**src/rtl/read_stream_engine.sv**
```systemverilog
// read_stream_engine: streams tagged cache-line read commands for one array job,
// keeps up to MAX_OUTSTANDING commands in flight, re-issues retried lines ahead of
// new ones and counts completed elements for the job-done logic.
module read_stream_engine #(
  parameter int unsigned ADDR_W          = 64,
  parameter int unsigned ARRAY_SIZE_BITS = 32,
  parameter int unsigned ELEM_BYTES      = 4,
  parameter int unsigned LINE_BYTES      = 128,
  parameter int unsigned MAX_OUTSTANDING = 8,
  parameter int unsigned TAG_W           = $clog2(MAX_OUTSTANDING),
  parameter logic [7:0]  READ_ID         = 8'd0
) (
  input  logic                       clock,
  input  logic                       rst,
  input  logic                       enable_in,
  input  logic                       start_in,
  input  logic [ADDR_W-1:0]          base_addr_in,
  input  logic [ARRAY_SIZE_BITS-1:0] num_elements_in,
  input  logic [7:0]                 stride_lines_in,
  input  logic                       cmd_buf_full_in,
  output logic                       cmd_valid_out,
  output logic [ADDR_W-1:0]          cmd_addr_out,
  output logic [7:0]                 cmd_size_out,
  output logic [TAG_W-1:0]           cmd_tag_out,
  output logic [7:0]                 cmd_id_out,
  input  logic                       rsp_valid_in,
  input  logic [TAG_W-1:0]           rsp_tag_in,
  input  logic [1:0]                 rsp_status_in,
  output logic [ARRAY_SIZE_BITS-1:0] job_counter_done,
  output logic                       busy_out,
  output logic                       done_out,
  output logic                       error_out
);

  localparam int unsigned EPL     = LINE_BYTES / ELEM_BYTES;   // elements per full line
  localparam int unsigned EW      = $clog2(EPL) + 1;
  localparam int unsigned LB_W    = $clog2(LINE_BYTES) + 1;
  localparam int unsigned LINE_SH = $clog2(LINE_BYTES);
  localparam int unsigned CW      = TAG_W + 1;

  typedef enum logic [2:0] {S_IDLE, S_ISSUE, S_DRAIN, S_DONE, S_ERROR} state_t;

  state_t                       state;
  logic [ADDR_W-1:0]            next_addr;
  logic [ARRAY_SIZE_BITS-1:0]   elems_left;
  logic [7:0]                   stride_r;

  logic [MAX_OUTSTANDING-1:0]   slot_busy;
  logic [MAX_OUTSTANDING-1:0]   slot_pend;   // busy slot waiting in the retry FIFO
  logic [ADDR_W-1:0]            slot_addr  [MAX_OUTSTANDING];
  logic [7:0]                   slot_size  [MAX_OUTSTANDING];
  logic [EW-1:0]                slot_elems [MAX_OUTSTANDING];

  logic [TAG_W-1:0]             fifo_mem [MAX_OUTSTANDING];
  logic [TAG_W-1:0]             fifo_rd, fifo_wr;
  logic [CW-1:0]                fifo_cnt;

  logic                         free_ok;
  logic [TAG_W-1:0]             free_idx;
  logic                         rsp_hit, rsp_done, rsp_retry, rsp_fail;
  logic                         issue_ok, retry_go, new_go, err_exit, full_line;
  logic [TAG_W-1:0]             retry_tag;
  logic [LB_W-1:0]              tail_bytes;
  logic [EW-1:0]                new_elems;
  logic [7:0]                   new_size;
  logic [ADDR_W-1:0]            line_step;

  // Smallest power of two that holds b bytes
  function automatic logic [7:0] round_pow2(input logic [LB_W-1:0] b);
    logic [LB_W-1:0] p;
    p = LB_W'(1);
    for (int i = 0; i < int'(LB_W); i++) begin
      if (p < b) p = p << 1;
    end
    return 8'(p);
  endfunction

  assign cmd_id_out = READ_ID;

  // Lowest-index free slot
  always_comb begin
    free_ok  = 1'b0;
    free_idx = '0;
    for (int i = int'(MAX_OUTSTANDING) - 1; i >= 0; i--) begin
      if (!slot_busy[TAG_W'(i)]) begin
        free_ok  = 1'b1;
        free_idx = TAG_W'(i);
      end
    end
  end

  assign rsp_hit   = rsp_valid_in && slot_busy[rsp_tag_in];
  assign rsp_done  = rsp_hit && (rsp_status_in == 2'b00);
  assign rsp_retry = rsp_hit && (rsp_status_in == 2'b01);
  assign rsp_fail  = rsp_hit && rsp_status_in[1];

  assign full_line  = elems_left >= ARRAY_SIZE_BITS'(EPL);
  assign tail_bytes = LB_W'(elems_left) * LB_W'(ELEM_BYTES);
  assign new_elems  = full_line ? EW'(EPL) : EW'(elems_left);
  assign new_size   = full_line ? 8'(LINE_BYTES) : round_pow2(tail_bytes);
  assign line_step  = ADDR_W'(stride_r) << LINE_SH;
  assign retry_tag  = fifo_mem[fifo_rd];

  // Retries keep their own slot, so only new lines need a free one
  assign issue_ok = ((state == S_ISSUE) || (state == S_DRAIN)) && enable_in &&
                    !cmd_buf_full_in && !rsp_fail;
  assign retry_go = issue_ok && (fifo_cnt != '0);
  assign new_go   = issue_ok && (state == S_ISSUE) && (fifo_cnt == '0) &&
                    (elems_left != '0) && free_ok;
  // Slots parked in the retry FIFO are abandoned once the job has failed
  assign err_exit = (state == S_ERROR) && ((slot_busy & ~slot_pend) == '0);

  // Slot occupancy and retry FIFO pointers
  always_ff @(posedge clock) begin
    if (rst || err_exit) begin
      slot_busy <= '0;
      slot_pend <= '0;
      fifo_rd   <= '0;
      fifo_wr   <= '0;
      fifo_cnt  <= '0;
    end else begin
      if (new_go) slot_busy[free_idx] <= 1'b1;
      if (rsp_done || rsp_fail) slot_busy[rsp_tag_in] <= 1'b0;
      if (rsp_retry) begin
        slot_pend[rsp_tag_in] <= 1'b1;
        fifo_wr               <= fifo_wr + TAG_W'(1);
      end
      if (retry_go) begin
        slot_pend[retry_tag] <= 1'b0;
        fifo_rd              <= fifo_rd + TAG_W'(1);
      end
      fifo_cnt <= fifo_cnt + CW'(rsp_retry) - CW'(retry_go);
    end
  end

  // Slot payloads and FIFO storage need no reset
  always_ff @(posedge clock) begin
    if (new_go) begin
      slot_addr[free_idx]  <= next_addr;
      slot_size[free_idx]  <= new_size;
      slot_elems[free_idx] <= new_elems;
    end
    if (rsp_retry) fifo_mem[fifo_wr] <= rsp_tag_in;
  end

  // Job FSM with registered command and status outputs
  always_ff @(posedge clock) begin
    if (rst) begin
      state            <= S_IDLE;
      next_addr        <= '0;
      elems_left       <= '0;
      stride_r         <= 8'd0;
      cmd_valid_out    <= 1'b0;
      cmd_addr_out     <= '0;
      cmd_size_out     <= 8'd0;
      cmd_tag_out      <= '0;
      job_counter_done <= '0;
      busy_out         <= 1'b0;
      done_out         <= 1'b0;
      error_out        <= 1'b0;
    end else begin
      cmd_valid_out <= 1'b0;
      done_out      <= 1'b0;
      if (retry_go) begin
        cmd_valid_out <= 1'b1;
        cmd_addr_out  <= slot_addr[retry_tag];
        cmd_size_out  <= slot_size[retry_tag];
        cmd_tag_out   <= retry_tag;
      end else if (new_go) begin
        cmd_valid_out <= 1'b1;
        cmd_addr_out  <= next_addr;
        cmd_size_out  <= new_size;
        cmd_tag_out   <= free_idx;
        next_addr     <= next_addr + line_step;
        elems_left    <= elems_left - ARRAY_SIZE_BITS'(new_elems);
      end
      if (rsp_done) job_counter_done <= job_counter_done + ARRAY_SIZE_BITS'(slot_elems[rsp_tag_in]);
      if (rsp_fail) error_out <= 1'b1;
      case (state)
        S_IDLE: begin
          if (start_in) begin
            job_counter_done <= '0;
            error_out        <= 1'b0;
            next_addr        <= base_addr_in;
            elems_left       <= num_elements_in;
            stride_r         <= (stride_lines_in == 8'd0) ? 8'd1 : stride_lines_in;
            busy_out         <= 1'b1;
            state            <= (num_elements_in == '0) ? S_DONE : S_ISSUE;
          end
        end
        S_ISSUE: begin
          if (rsp_fail) state <= S_ERROR;
          else if ((elems_left == '0) && (fifo_cnt == '0)) state <= S_DRAIN;
        end
        S_DRAIN: begin
          if (rsp_fail) state <= S_ERROR;
          else if (slot_busy == '0) state <= S_DONE;
        end
        S_DONE: begin
          state    <= S_IDLE;
          done_out <= 1'b1;
          busy_out <= 1'b0;
        end
        S_ERROR: begin
          if (err_exit) begin
            state    <= S_IDLE;
            done_out <= 1'b1;
            busy_out <= 1'b0;
          end
        end
        default: state <= S_IDLE;
      endcase
    end
  end

  // Responses must target an outstanding slot
  always_ff @(posedge clock) begin
    if (!rst && rsp_valid_in) begin
      a_rsp_slot_busy: assert (slot_busy[rsp_tag_in]);
    end
  end

endmodule

```
**config.mk**
```make
export PLATFORM = sky130hd
export DESIGN_NAME = read_stream_engine
export DESIGN_NICKNAME = d
export VERILOG_FILES = /design/src/rtl/read_stream_engine.sv
export SDC_FILE = /design/constraint.sdc
export NUM_CORES = 1
export LEC_CHECK = 0
export ABC_AREA = 1
export BUFFER_PORTS_ARGS = -buffer_cell sky130_fd_sc_hd__clkbuf_2
export CORE_MARGIN = 2
export CORE_UTILIZATION = 62
export CTS_CLUSTER_DIAMETER = 120
export DETAILED_ROUTE_END_ITERATION = 8
export GPL_ROUTABILITY_DRIVEN = 0
export PLACE_DENSITY = 0.83
export SYNTH_ARGS = -nofsm -noshare
export SYNTH_HDL_FRONTEND = slang
export SYNTH_SLANG_ARGS = --single-unit
```
**constraint.sdc**
```tcl
create_clock -name clock -period 25.7 [get_ports clock]
set_input_delay 5.14 -clock clock [delete_from_list [all_inputs] [get_ports clock]]
set_output_delay 5.14 -clock clock [all_outputs]
set_load 0.005 [all_outputs]
```
## Yosys cells after proc, flatten, opt, wreduce, memory -nomap -nowiden

Memory sizes are Yosys's and may differ from the RTL's. A register that Yosys moved wholly into a read port is not among the register bits.
Cells that the tools add are included.

| storage, ports and cells | value |
|---|---|
| bits in writable memories | 648 |
| latch bits | 0 |
| bits in registers | 244 |
| input port bits | 115 |
| memories kept | 4 |
| ROM bits | 0 |
| output and inout bits | 119 |

| cells by class | value |
|---|---|
| reduce and logical (&&, ||, !) cells | 37 |
| bitwise gates (word level) | 8 |
| $mul | 0 |
| divide/modulo/power cells | 0 |
| equal/unequal tests | 9 |
| muxes and demuxes | 73 |
| add/subtract/negate cells | 7 |
| shifts and indexed selects | 0 |
| magnitude comparators | 15 |

Memory list:

| memory | words | bits a word | rd ports | clocked after memory_dff | wr ports | RTL line | source |
|---|---|---|---|---|---|---|---|
| slot_addr | 8 | 64 | 1 | 0 | 1 | 50 | `logic [ADDR_W-1:0] slot_addr [MAX_OUTSTANDING];` |
| slot_size | 8 | 8 | 1 | 0 | 1 | 51 | `logic [7:0] slot_size [MAX_OUTSTANDING];` |
| slot_elems | 8 | 6 | 1 | 0 | 1 | 52 | `logic [EW-1:0] slot_elems [MAX_OUTSTANDING];` |
| fifo_mem | 8 | 3 | 1 | 1 | 1 | 54 | `logic [TAG_W-1:0] fifo_mem [MAX_OUTSTANDING];` |

Operator list:

| operator | count |
|---|---|
| $mux W64 | 6 |
| $mux W32 | 7 |
| $mux W8 | 17 |
| $add A64 B15 Y64 | 1 |
| $logic_not A32 Y1 | 2 |
| $lt A8 B8 Y1 | 7 |
| $mux W3 | 14 |
| $add A32 B6 Y32 | 1 |
| $ge A32 B6 Y1 const B | 1 |
| $reduce_bool A32 Y1 | 1 |
| $sub A32 B6 Y32 | 1 |
| $and A8 B8 Y8 | 3 |
| $logic_not A8 Y1 | 3 |
| $not A8 Y8 | 3 |
| $mux W1 | 19 |
| $logic_and A1 B1 Y1 | 17 |
| $or A8 B8 Y8 | 2 |
| $lt A3 B4 Y1 const B | 3 |
| $pmux W3 S4 | 1 |
| $demux W1 S3 | 3 |
| $ge A3 B1 Y1 const B | 3 |
| $lt A1 B8 Y1 const A | 1 |
| $add A3 B1 Y3 const B | 2 |
| $eq A3 B2 Y1 const B | 2 |
| other kinds (23) | 29 |

## Depth between registers and ports, before layout

| depth | value |
|---|---|
| word-level depth | 19 |
| gate-level depth with buffers | 39 |
| mapped depth without buffers | 38 |

## Worst setup path before layout

No wires, ideal clock.

| timing | value |
|---|---|
| kind | input -> register |
| start | input port rsp_tag_in[1] |
| end | register slot_busy[3] |
| stages on the path | 15 |
| buffers on the path | 3 |
| slack | 11.101 ns |
| arrival time | 14.501 ns |
| cells stage by stage | buf_4 inv_2 buf_6 nand4_1 o21ai_1 a211oi_2 nand3_2 nand2_2 inv_2 nand2_4 nand3_2 clkbuf_1 nor4_1 o21ai_0 a21oi_1 |

| on the way | value |
|---|---|
| word-level cells in the longest chain between the ends | 14 |
| elaborated cells between the ends (all ways) | 22 |

RTL lines:

| what | RTL line | source |
|---|---|---|
| start: declaration | 27 | `input logic [TAG_W-1:0] rsp_tag_in,` |
| $bmux W1 S3 | 92 | `assign rsp_hit = rsp_valid_in && slot_busy[rsp_tag_in];` |
| $mux W1 (not written as such) | 92 |  |
| $logic_and A1 B1 Y1 | 92 |  |
| $logic_and A1 B1 Y1 | 95 | `assign rsp_fail = rsp_hit && rsp_status_in[1];` |
| $logic_not A1 Y1 | 106 | `!cmd_buf_full_in && !rsp_fail;` |
| $logic_and A1 B1 Y1 | 106 |  |
| $logic_and A1 B1 Y1 (3 in series) | 108 | `assign new_go = issue_ok && (state == S_ISSUE) && (fifo_cnt == '0) &&` |
| $logic_and A1 B1 Y1 | 109 | `(elems_left != '0) && free_ok;` |
| $mux W8 | 122 | `if (new_go) slot_busy[free_idx] <= 1'b1;` |
| $mux W8 | 115 | `if (rst \|\| err_exit) begin` |
| $and A8 B8 Y8 (no source line) | - |  |
| $mux W8 (*) | 123 | `if (rsp_done \|\| rsp_fail) slot_busy[rsp_tag_in] <= 1'b0;` |
| end signal: assignment | 116 | `slot_busy <= '0;` |
| end signal: indexed assignment | 122 |  |
| end signal: indexed assignment | 123 |  |
| end: declaration | 48 | `logic [MAX_OUTSTANDING-1:0] slot_busy;` |

Every way passes the cells marked *; elsewhere a longest branch is shown, timed or not. The select of a mux whose other input is x is not followed.
A chain may end at the register's enable or synchronous reset.

## Worst setup path in the final report

| timing | value |
|---|---|
| start | input port rsp_tag_in[0] |
| end | register cmd_addr_out[15] |

| on the way | value |
|---|---|
| word-level cells in the longest chain between the ends | 11 |
| elaborated cells between the ends (all ways) | 13 |

RTL lines:

| what | RTL line | source |
|---|---|---|
| $bmux W1 S3 (*) | 92 |  |
| $mux W1 (not written as such) (*) | 92 |  |
| $logic_and A1 B1 Y1 (*) | 92 |  |
| $logic_and A1 B1 Y1 (*) | 95 |  |
| $logic_not A1 Y1 (*) | 106 |  |
| $logic_and A1 B1 Y1 (*) | 106 |  |
| $logic_and A1 B1 Y1 (3 in series) | 108 |  |
| $logic_and A1 B1 Y1 | 109 |  |
| $reduce_bool A2 Y1 (no source line) | - |  |
| end signal: assignment | 166 | `cmd_addr_out <= slot_addr[retry_tag];` |
| end signal: assignment | 171 | `cmd_addr_out <= next_addr;` |
| end: declaration | 22 | `output logic [ADDR_W-1:0] cmd_addr_out,` |

Marked as above.

==> out/qor.csv <==
stage,metric,value,unit
route,DRT iter0 DRCs,2734,
timing,min Tclk post-route,8720,ps
timing,Final Max Slew Viols,0,
route,final wirelength,73700,µm
logic_synthesis,#FFs+latches synth,583,
global_routing,pin count of the biggest net entering global routing,116,
logic_synthesis,Post-synth EDFFs,336,
timing,Final Setup Violations,0,
route,Final ANT Viol Nets,0,
logic_synthesis,Synth cell types,63,
setup_path,Setup Crit Path Kind,primary input to flop,
finish,# fillers,3022,
logic_synthesis,synthesized area per cell,9.36,µm²
timing,actual slew at the worst max-slew pin,1300,ps
floorplan,I/O Pins,234,
logic_synthesis,asr flop ratio synth,0,
logic_synthesis,Synth Cell Area,0.0262,mm²
floorplan,die height,210,µm
global_routing,number of global-route vias before repair,21636,
cts,post-CTS sizing,0,
cts,TritonCTS Buffers,56,
route,DRC viols,0,
timing,Sum Neg Setup Slack,0,ps
placed_design,Post-Place Cells,3453,
logic_synthesis,post-synthesis cell count,2800,
setup_path,Critical Path End Type,flop,
finish,Finished Layout Cells,3557,
route,Initial DRT Pass Iterations,7,
placed_design,I/O Buffers,225,
timing,Slew HR,0.134,
logic_synthesis,Synthesis Warnings,0,
cts,clock sink count,583,
setup_path,crit path launch,rsp_tag_in[0],
finish,ANT cells,0,
route,drt wl/cell,20.7,µm
cts,clk slew on worst S/H paths,60,ps
setup_path,Worst Setup Start Kind,primary input,
setup_path,worst r2r src,elems_left[5],
setup_path,critical path's largest stage delay,780,ps
global_routing,initial antenna violation count,1,
min_path,worst hold-check path type,flop to flop,
finish,Syn-to-layout area delta,12.9,%
cts,clock root buffer,clkbuf_16,
power,leakage,11.6,nW
setup_path,"Slowest-stage cell, CP",nor2_4,
setup_path,CP Max Fanout,43,
floorplan,core box area,0.0419,mm²
placed_design,detailed placer's ending HPWL,47700,µm
logic_synthesis,sequential area share after synthesis,0.574,
timing,Clock Skew,25.2,ps
floorplan,die area,0.0439,mm²
timing,fin crit share,0.339,
timing,RSZ-0062 raised after global routing,false,
finish,nets,3125,
cts,H-tree levels,2,
cts,Post-CTS Setup Inserts,0,
cts,clock tree from TritonCTS,yes,
timing,number of hold violations in the final report,0,
finish,layout cell share with drive strength beyond 1,0.139,
floorplan,Initial Util,0.626,
logic_synthesis,ys flop type,edfxtp_1,
cts,clk buf depth,3,
route,Vias,22251,
run_status,status,completed,
power,Max IR drop VDD,0.0891,mV
cts,Clock Latency Late Sink,620,ps
global_routing,GRT Resource Usage Total,0.330,
setup_path,CP cell instances,"clkbuf_2, inv_2, nor3_1, a22oi_1, nand3_2, nand2_2, inv_2, nand2_4, nand2_2, clkinv_2, nand2_4, inv_1, buf_4, nor2_4, buf_4, nand2_1, a31oi_1",
global_routing,global-route wire length before repair,114000,µm
global_routing,global route overflow,0,
setup_path,Worst Path Required,26200,ps
min_path,hold path start,cmd_tag_out[2],
floorplan,Die Span X,210,µm
cts,CTS Hold Buffers Added,0,
setup_path,crit path DAT,9220,ps
floorplan,num rows,75,
flow_run,Max Cap Viol,0,
power,power per cell area,90.9,mW/mm²
timing,fmax,0.115,GHz
route,via/cell ratio,6.26,
## registers in the layout, summed over array words and instances, names as in the netlist, named ones only
| signal | count |
|---|---|
| fifo_cnt | 4 |
| fifo_wr | 3 |
| fifo_rd | 3 |
| state | 3 |
| cmd_valid_out | 1 |
| fifo_mem | 24 |
| done_out | 1 |
| slot_pend | 8 |
| slot_size | 32 |
| cmd_tag_out | 3 |
| stride_r | 8 |
| job_counter_done | 32 |
| cmd_addr_out | 64 |
| elems_left | 32 |
| slot_busy | 8 |
| busy_out | 1 |
| slot_addr | 256 |
| cmd_size_out | 8 |
| next_addr | 64 |
| slot_elems | 24 |
| error_out | 1 |
## critical path, delay by kind of cell
kind	cells	cell delay, ps
AOI/OAI and AO/OA	2	400
buffers and inverters	7	1720
and+or+nand+nor	8	1930
## metrics by stage
step | hold slack (ps) | total power [mW] | setup WS [ps] | cell area [µm²] | utilization
floorplan | 432 | 1.64 | 11100 | 26200 | -
CTS | 469 | 2.67 | 17090 | 29600 | 0.707
global placement | 452 | 1.79 | 16690 | 27700 | 0.661
detailed placement | 453 | 1.82 | 16460 | 27700 | 0.661
finish | 466 | 2.69 | 16980 | 29600 | 0.707
global route | 490 | 2.80 | 16700 | 29600 | 0.707
## metal layers
layer  global-route usage  up-vias  routed length (µm)
met5                    0        -                  13
met4                0.158        2                3390
met3               0.0563      267                8370
met2                0.526     1490               33800
met1                0.444    10498               28200
li1                     -     9994                   -
## cell families (layout without fill, tap and decap cells)
group / Yosys count / after routing / synth area share
simple gates: 1024 / 1024 / 0.173
buf+inv: 456 / 667 / 0.0677
other cells: 2 / 9 / 0.000287
flops: 583 / 583 / 0.574
compound gates: 623 / 623 / 0.142
fa+ha+maj: 38 / 38 / 0.0190
xor+xnor: 71 / 71 / 0.0237
mux: 3 / 3 / 0.00115
## synthesized netlist by cell type (12+ instances only)
library cell / n / area, µm²
o211ai_1: 31 / 233
nand3_1: 89 / 445
o21ai_0: 285 / 1430
a31oi_1: 17 / 106
inv_1: 300 / 1130
ha_1: 35 / 438
xor2_1: 55 / 482
nand2_1: 295 / 1110
nor2_1: 457 / 1720
o22ai_1: 82 / 513
inv_2: 12 / 45.0
clkbuf_1: 114 / 428
o21ai_1: 17 / 85.1
nand4_1: 31 / 194
a221oi_1: 60 / 526
xnor2_1: 16 / 140
nor4_1: 29 / 181
a21oi_1: 83 / 415
edfxtp_1: 336 / 10100
nor3_1: 59 / 295
dfxtp_1: 247 / 4940
## path summary, 6_finish.rpt
path / depth (start not counted) / endpoint / slack (ps)
min reg2reg: 2 / cmd_tag_out[2] / 470
min: 2 / cmd_tag_out[2] / 470
max: 17 / cmd_addr_out[15] / 16980
max reg2reg: 32 / slot_size[3][1] / 18900
## layout by cell type, fill, tap and decap left out, types with 28 or more instances in the layout
cell,count
a21oi_1,83
a221oi_1,60
clkbuf_16,59
clkbuf_2,224
dfxtp_1,247
edfxtp_1,336
ha_1,35
inv_1,298
nand2_1,293
nand3_1,89
nand4_1,31
nor2_1,452
nor3_1,58
nor4_1,28
o211ai_1,31
o21ai_0,284
o22ai_1,82
xor2_1,55
## power by group
group | switching [mW] | total (mW) | internal [mW]
registers | 0.0931 | 1.18 | 1.09
logic | 0.457 | 0.653 | 0.196
clock network | 0.356 | 0.855 | 0.499
total | 0.907 | 2.69 | 1.78
## area by class of cell
cell class	count	area, µm²	area share
inverters	316	1190	0.0402
clock inverters	29	304	0.0103
flip-flops and latches	583	15000	0.508
clock buffers	75	1610	0.0543
well taps	539	674	0.0228
multi-input cells	1768	9490	0.321
repair buffers	247	1290	0.0437
(Power assumes the default switching activity.)
